<file path="config.mk">
export PLATFORM = sky130hd
export DESIGN_NAME = uart2_rx
export DESIGN_NICKNAME = d
export VERILOG_FILES = /design/src/rtl/uart2_rx.sv
export SDC_FILE = /design/constraint.sdc
export NUM_CORES = 1
export LEC_CHECK = 0
export BUFFER_PORTS_ARGS = -buffer_cell sky130_fd_sc_hd__buf_4
export CORE_UTILIZATION = 35
export CTS_CLUSTER_DIAMETER = 50
export DETAILED_ROUTE_END_ITERATION = 12
export GPL_TIMING_DRIVEN = 0
export PLACE_DENSITY = 0.6
export RECOVER_POWER = 100
export SLEW_MARGIN = 20
export SYNTH_ARGS = -nofsm -noshare
export SYNTH_HDL_FRONTEND = slang
export SYNTH_SLANG_ARGS = --single-unit
export TNS_END_PERCENT = 50
</file>
<file path="constraint.sdc">
create_clock -name clk_sis -period 2.2 [get_ports clk_sis]
set_input_delay 0.55 -clock clk_sis [delete_from_list [all_inputs] [get_ports clk_sis]]
set_output_delay 0.55 -clock clk_sis [all_outputs]
set_load 0.02 [all_outputs]
</file>
<file path="src/rtl/uart2_rx.sv">
// 8N1 UART receiver clocked entirely by clk_sis; a per-bit counter provides mid-bit sampling.
// Received bytes are held behind a level ready/ack handshake with framing and overrun flags.
module uart2_rx #(
  parameter int unsigned CLKS_PER_BIT = 16,
  parameter int unsigned DATA_BITS    = 8
) (
  input  logic       clk_sis,
  input  logic       rst,
  input  logic       rx2,
  input  logic       data_ack,
  output logic [7:0] data_out,
  output logic       data_ready,
  output logic       frame_err,
  output logic       overrun,
  output logic       busy
);

  localparam int unsigned CntW = $clog2(CLKS_PER_BIT);
  localparam logic [CntW-1:0] CntLast = CntW'(CLKS_PER_BIT - 1);
  localparam logic [CntW-1:0] CntHalf = CntW'(CLKS_PER_BIT / 2 - 1);
  localparam logic [2:0]      IdxLast = 3'(DATA_BITS - 1);

  typedef enum logic [2:0] {
    StIdle,
    StStart,
    StData,
    StStop,
    StWaitIdle
  } state_e;

  state_e          state_q, state_d;
  logic [1:0]      sync_q;
  logic            rxs;
  logic [CntW-1:0] bit_cnt_q, bit_cnt_d;
  logic [2:0]      bit_idx_q, bit_idx_d;
  logic [7:0]      shift_q, shift_d;
  logic [7:0]      data_q, data_d;
  logic            ready_q, ready_d;
  logic            ferr_q, ferr_d;
  logic            ovr_q, ovr_d;

  assign rxs = sync_q[1];

  always_ff @(posedge clk_sis or negedge rst) begin
    if (!rst) begin
      sync_q    <= 2'b11;
      state_q   <= StIdle;
      bit_cnt_q <= '0;
      bit_idx_q <= '0;
      shift_q   <= '0;
      data_q    <= '0;
      ready_q   <= 1'b0;
      ferr_q    <= 1'b0;
      ovr_q     <= 1'b0;
    end else begin
      sync_q    <= {sync_q[0], rx2};
      state_q   <= state_d;
      bit_cnt_q <= bit_cnt_d;
      bit_idx_q <= bit_idx_d;
      shift_q   <= shift_d;
      data_q    <= data_d;
      ready_q   <= ready_d;
      ferr_q    <= ferr_d;
      ovr_q     <= ovr_d;
    end
  end

  always_comb begin
    state_d   = state_q;
    bit_cnt_d = bit_cnt_q;
    bit_idx_d = bit_idx_q;
    shift_d   = shift_q;
    data_d    = data_q;
    ready_d   = ready_q;
    ferr_d    = ferr_q;
    ovr_d     = ovr_q;

    // Ack is applied first so a good stop in the same cycle overrides it (new byte wins).
    if (data_ack) begin
      ready_d = 1'b0;
      ovr_d   = 1'b0;
    end

    unique case (state_q)
      StIdle: begin
        bit_cnt_d = '0;
        if (!rxs) state_d = StStart;
      end
      StStart: begin
        if (bit_cnt_q == CntHalf) begin
          bit_cnt_d = '0;
          bit_idx_d = '0;
          state_d   = rxs ? StIdle : StData;
        end else begin
          bit_cnt_d = bit_cnt_q + 1'b1;
        end
      end
      StData: begin
        if (bit_cnt_q == CntLast) begin
          bit_cnt_d = '0;
          shift_d   = {rxs, shift_q[7:1]};
          bit_idx_d = bit_idx_q + 1'b1;
          if (bit_idx_q == IdxLast) state_d = StStop;
        end else begin
          bit_cnt_d = bit_cnt_q + 1'b1;
        end
      end
      StStop: begin
        if (bit_cnt_q == CntLast) begin
          bit_cnt_d = '0;
          if (rxs) begin
            data_d  = shift_q;
            ready_d = 1'b1;
            ferr_d  = 1'b0;
            if (ready_q && !data_ack) ovr_d = 1'b1;
            state_d = StIdle;
          end else begin
            ferr_d  = 1'b1;
            state_d = StWaitIdle;
          end
        end else begin
          bit_cnt_d = bit_cnt_q + 1'b1;
        end
      end
      StWaitIdle: begin
        // A held-low line (break) must not be taken as a new start bit.
        if (rxs) state_d = StIdle;
      end
      default: state_d = StIdle;
    endcase
  end

  assign data_out   = data_q;
  assign data_ready = ready_q;
  assign frame_err  = ferr_q;
  assign overrun    = ovr_q;
  assign busy       = (state_q != StIdle);

endmodule

</file>
### Yosys cells after proc, flatten, opt, wreduce, memory -nomap -nowiden

Cells that the tools add are included.

| operators by class | value |
|---|---|
| add/subtract/negate cells | 2 |
| equal/unequal tests | 13 |
| mux-type cells | 25 |
| reductions and logical operators | 12 |

Operator list:

| kind | number |
|---|---|
| $mux W3 | 9 |
| $pmux W3 S5 | 1 |
| $ne A2 B2 Y1 const B | 6 |
| $pmux W4 S3 | 1 |
| $mux W1 | 10 |
| $mux W4 | 2 |
| $eq A3 B2 Y1 const B | 2 |
| $eq A3 B3 Y1 const B | 2 |
| $pmux W3 S2 | 1 |
| $reduce_and A3 Y1 | 2 |
| $reduce_and A6 Y1 | 1 |
| $reduce_bool A3 Y1 | 2 |
| $add A4 B1 Y4 const B | 1 |
| $eq A4 B3 Y1 const B | 1 |
| $eq A4 B4 Y1 const B | 1 |
| $reduce_and A2 Y1 | 2 |
| $add A3 B1 Y3 const B | 1 |
| $eq A3 B1 Y1 const B | 1 |
| $logic_not A3 Y1 | 1 |
| $mux W2 | 1 |
| $reduce_bool A2 Y1 | 1 |
| $reduce_or A2 Y1 | 1 |
| $logic_and A1 B1 Y1 | 1 |
| $logic_not A1 Y1 | 1 |

| storage, ports and cells | value |
|---|---|
| register bits | 31 |
| input port bits | 4 |
| output and inout bits | 12 |
| word-level logic and storage cells | 61 |

### Longest topological paths before layout

| logic depth | value |
|---|---|
| depth after elaboration | 6 |
| mapped depth | 6 |
| depth with buffers taken out | 6 |

### Least setup slack after synthesis

Ideal clock, no wire load.

| timing | value |
|---|---|
| kind | flip-flop to output port |
| start point | register state_q[2] |
| end point | output port busy |
| arrival | 1.103 ns |
| required time | 1.650 ns |
| slack | 0.547 ns |
| stages on the path, launching flop included | 4 |
| path buffers | 2 |
| path through | dfrtp_1 -> buf_2 -> clkbuf_1 -> or3_1 |

| between the ends | value |
|---|---|
| longest elaborated chain between the ends | 1 |

RTL lines:

| element | line | source |
|---|---|---|
| start, declared | 31 | `state_e state_q, state_d;` |
| start signal, assigned | 47 | `state_q <= StIdle;` |
| start signal, assigned | 57 | `state_q <= state_d;` |
| $reduce_bool A3 Y1 | 137 | `assign busy = (state_q != StIdle);` |
| end, declared | 15 | `output logic busy` |

Every way passes these cells.

### Final worst setup path

| timing | value |
|---|---|
| start point | register state_q[1] |
| end point | output port busy |

The elaborated chain is that of the path after synthesis.

==> impl_metrics.xml <==
<?xml version="1.0" encoding="UTF-8"?>
<metrics>
  <group name="sta">
    <metric name="maxSlewHeadroom" unit="">-0.0737</metric>
    <metric name="grt_setup_unrepaired" unit="">no</metric>
    <metric name="period_share" unit="">0.949</metric>
    <metric name="max_clock_freq" unit="MHz">479</metric>
    <metric name="fin_crit" unit="ns">2.09</metric>
    <metric name="final.setup.tns" unit="ns">0</metric>
    <metric name="hold_violations" unit="">0</metric>
    <metric name="actual_slew_at_the_worst_max_slew_pin" unit="ns">1.61</metric>
    <metric name="finalMaxSlewViolations" unit="">32</metric>
    <metric name="setup_viol" unit="">0</metric>
    <metric name="timing.clock.skew" unit="ns">0.00560</metric>
  </group>
  <group name="floorplan">
    <metric name="fp-row-count" unit="">22</metric>
    <metric name="horizontal_die_dimension" unit="microns">64.8</metric>
    <metric name="fp.dieH" unit="microns">64.8</metric>
    <metric name="floorplan.die_area" unit="sq um">4200</metric>
    <metric name="top_level_ports" unit="">16</metric>
    <metric name="start_util" unit="">0.371</metric>
    <metric name="fp.coreArea" unit="sq um">3720</metric>
  </group>
  <group name="yosys">
    <metric name="post_synth.cell_area_avg" unit="sq um">12.2</metric>
    <metric name="asyncSetResetFlopFracSynth" unit="">1.00</metric>
    <metric name="syn_inst" unit="">113</metric>
    <metric name="synthSimpleGateAreaFrac" unit="">0.147</metric>
    <metric name="combinational_family_with_the_most_area_after_synthesis" unit="">multiplexers</metric>
    <metric name="yosys_most_used_dff" unit="">sky130_fd_sc_hd__dfrtp_1</metric>
    <metric name="yosys.area.top_type" unit="">sky130_fd_sc_hd__dfrtp_1</metric>
    <metric name="post_synth_instance_area" unit="sq um">1380</metric>
    <metric name="synthDistinctLibCells" unit="">32</metric>
    <metric name="synth-seq-cells" unit="">31</metric>
    <metric name="synth_area_in_compound_gates" unit="">0.0825</metric>
    <metric name="most_frequent_cell_after_synthesis" unit="">sky130_fd_sc_hd__dfrtp_1</metric>
    <metric name="post_synthesis_mux_area_share" unit="">0.153</metric>
    <metric name="synth_enable_flop_cells" unit="">0</metric>
    <metric name="ys_warn_count" unit="">0</metric>
    <metric name="post_synth_xor_area_fraction" unit="">0</metric>
    <metric name="synth_fp_nets" unit="">120</metric>
    <metric name="synth_fa_ha_area_frac" unit="">0.0272</metric>
    <metric name="synth_top_area_frac" unit="">0.526</metric>
    <metric name="yosys-top-cells-area" unit="">sky130_fd_sc_hd__dfrtp_1 53%, sky130_fd_sc_hd__mux2_2 14%, sky130_fd_sc_hd__dfstp_2 3.8%</metric>
    <metric name="synth-seq-area-share" unit="">0.564</metric>
    <metric name="synth_top_cells_by_count" unit="">29 x sky130_fd_sc_hd__dfrtp_1, 17 x sky130_fd_sc_hd__mux2_2, 9 x sky130_fd_sc_hd__nor2_1, 8 x sky130_fd_sc_hd__nand2_1, 8 x sky130_fd_sc_hd__o21ai_0</metric>
  </group>
  <group name="detailed_routing">
    <metric name="drt_wl_total" unit="mm">2.35</metric>
    <metric name="drtAntennaViolNets" unit="">0</metric>
    <metric name="detail_route.iter0.violations" unit="">17</metric>
    <metric name="detail_route.wl_per_cell" unit="microns">12.8</metric>
    <metric name="via_per_inst" unit="">5.05</metric>
    <metric name="drt_drc_violations_left" unit="">0</metric>
    <metric name="route.vias.total" unit="">929</metric>
    <metric name="drtPass1Iterations" unit="">4</metric>
  </group>
  <group name="place">
    <metric name="gp_congestion" unit="">0.823</metric>
    <metric name="hpwl" unit="mm">1.63</metric>
    <metric name="portBuffers" unit="">15</metric>
  </group>
  <group name="setup_path">
    <metric name="kind_of_launch_point_of_the_worst_setup_path" unit="">register</metric>
    <metric name="crit_arrival" unit="ns">1.54</metric>
    <metric name="timing.critical_path.to_type" unit="">output pin</metric>
    <metric name="path_type_of_the_worst_setup_path" unit="">reg -&gt; out</metric>
    <metric name="worst-endpoint-required" unit="ns">1.65</metric>
    <metric name="path_max_fanout" unit="">10</metric>
  </group>
  <group name="layout">
    <metric name="diodes" unit="">0</metric>
    <metric name="nNetsFinal" unit="">142</metric>
    <metric name="share_of_post_route_cells_with_drive_strength_above_1" unit="">0.265</metric>
    <metric name="layout-area-overhead-vs-synth" unit="%">15.9</metric>
  </group>
  <group name="cts">
    <metric name="clk_pin_slew" unit="ns">0.07</metric>
    <metric name="clkSinkCount" unit="">31</metric>
    <metric name="clock_buffer_count_from_cts" unit="">5</metric>
    <metric name="clk_latency" unit="ns">0.28</metric>
    <metric name="ctsHtreeMaxLevel" unit="">2</metric>
    <metric name="post_cts_setup_repair_bufs" unit="">0</metric>
    <metric name="clk_path_buf_depth" unit="">2</metric>
    <metric name="clk_root_buffer_cell" unit="">sky130_fd_sc_hd__clkbuf_8</metric>
    <metric name="post_cts_resized" unit="">0</metric>
    <metric name="ctsHoldBuffers" unit="">0</metric>
    <metric name="cts_tree" unit="">yes</metric>
  </group>
  <group name="run">
    <metric name="max_cap_viol_count" unit="">1</metric>
  </group>
  <group name="grt">
    <metric name="grt_first_pass_wirelength" unit="mm">4.14</metric>
    <metric name="largest_net_degree_at_the_start_of_global_routing" unit="">32</metric>
    <metric name="track_usage" unit="">0.134</metric>
    <metric name="via_count_of_the_first_global_routing_pass" unit="">940</metric>
    <metric name="overflow" unit="">0</metric>
    <metric name="number_of_antenna_violations_at_the_first_check_in_global_routing" unit="">0</metric>
  </group>
  <group name="min_path">
    <metric name="hold_path.class" unit="">reg -&gt; reg</metric>
  </group>
  <group name="outcome">
    <metric name="violations" unit="">max-capacitance violations, max-slew violations</metric>
    <metric name="status" unit="">finished, violations left</metric>
  </group>
  <group name="pwr">
    <metric name="p_leak" unit="uW">0.000748</metric>
    <metric name="design_power_total" unit="uW">1710</metric>
    <metric name="ir_drop" unit="uV">587</metric>
    <metric name="power_density" unit="nW/um^2">1070</metric>
  </group>
</metrics>
## cell families (layout without fill, tap and decap cells)
| logic type | after synthesis | after routing |
|---|---|---|
| compound gates | 18 | 18 |
| fa+ha+maj | 3 | 3 |
| buf+inv | 8 | 31 |
| flops | 31 | 31 |
| mux | 19 | 19 |
| simple gates | 34 | 34 |
## final timing paths
| check | slack [ns] | cells after the start | start | endpoint |
|---|---|---|---|---|
| setup / recovery | 0.11 | 3 | state_q[1]$_DFFE_PN0P_ | busy |
| hold / removal | 0.35 | 0 | sync_q[0]$_DFF_PN1_ | sync_q[1]$_DFF_PN1_ |
| setup reg to reg | 0.24 | 5 | bit_cnt_q[0]$_DFFE_PN0P_ | shift_q[4]$_DFFE_PN0P_ |
| hold reg to reg | 0.35 | 0 | sync_q[0]$_DFF_PN1_ | sync_q[1]$_DFF_PN1_ |
| max in group asynchronous | 0.60 | 1 | rst | state_q[2]$_DFFE_PN0P_ |
| min in group asynchronous | 0.67 | 1 | rst | bit_cnt_q[0]$_DFFE_PN0P_ |
## metal layers
layer | vias to the layer above | GRT usage | wire [microns]
li1 | 446 | - | -
met1 | 459 | 0.158 | 1040
met2 | 17 | 0.211 | 1150
met3 | 7 | 0.0493 | 106
met4 | 0 | 0.0694 | 53
met5 | - | 0 | 0
## per-stage QoR
step           setup slack [ns]  cell area [sq um]  hold WS [ns]  std cells  utilization
2_1_floorplan             0.547               1380         0.254        113            -
3_3_place_gp              0.415               1550         0.346        176        0.418
3_5_place_dp              0.396               1550         0.347        176        0.418
4_1_cts                  0.0865               1670         0.201        184        0.449
5_1_grt                  0.0354               1600         0.360        184        0.430
6_report                  0.112               1600         0.355        184        0.430
## worst max-delay path: stages, from the launching register on
cell	delay (ns)
sky130_fd_sc_hd__dfrtp_1	0.44
sky130_fd_sc_hd__clkbuf_1	0.25
sky130_fd_sc_hd__or3_1	0.41
sky130_fd_sc_hd__clkbuf_2	0.16
## cell usage in the layout (no fill, tap or decap), types with 2 or more instances in the layout
cell                       count
sky130_fd_sc_hd__a21oi_1       3
sky130_fd_sc_hd__a22o_1        2
sky130_fd_sc_hd__buf_4         2
sky130_fd_sc_hd__clkbuf_1     16
sky130_fd_sc_hd__clkbuf_8      6
sky130_fd_sc_hd__dfrtp_1      29
sky130_fd_sc_hd__dfstp_2       2
sky130_fd_sc_hd__ha_1          3
sky130_fd_sc_hd__inv_1         2
sky130_fd_sc_hd__mux2_2       17
sky130_fd_sc_hd__mux2i_1       2
sky130_fd_sc_hd__nand2_1       9
sky130_fd_sc_hd__nand3_1       4
sky130_fd_sc_hd__nand4_1       2
sky130_fd_sc_hd__nor2_1        9
sky130_fd_sc_hd__nor4_1        2
sky130_fd_sc_hd__o21ai_0       8
## cell type report
cell class	count	area, sq um
Buffer	6	27.5
Tap cell	48	60.1
Inverter	2	7.51
Timing Repair Buffer	15	65.1
Clock inverter	2	35.0
Sequential cell	31	778
Clock buffer	6	82.6
Multi-Input combinational cell	74	543
Fill cell	366	2120
## registers in the layout, summed over array words and instances (netlist names)
signal	cells
data_out	8
frame_err	1
overrun	1
bit_cnt_q	4
shift_q	8
data_ready	1
bit_idx_q	3
sync_q	2
state_q	3
## report_power, final
part / leakage (uW) / switching (uW) / internal [uW] / total, uW
registers: 0.000411 / 89.1 / 656 / 745
logic: 0.000275 / 228 / 163 / 391
clock network: 0.0000612 / 207 / 366 / 573
total: 0.000748 / 524 / 1180 / 1710
(Power assumes the default switching activity.)
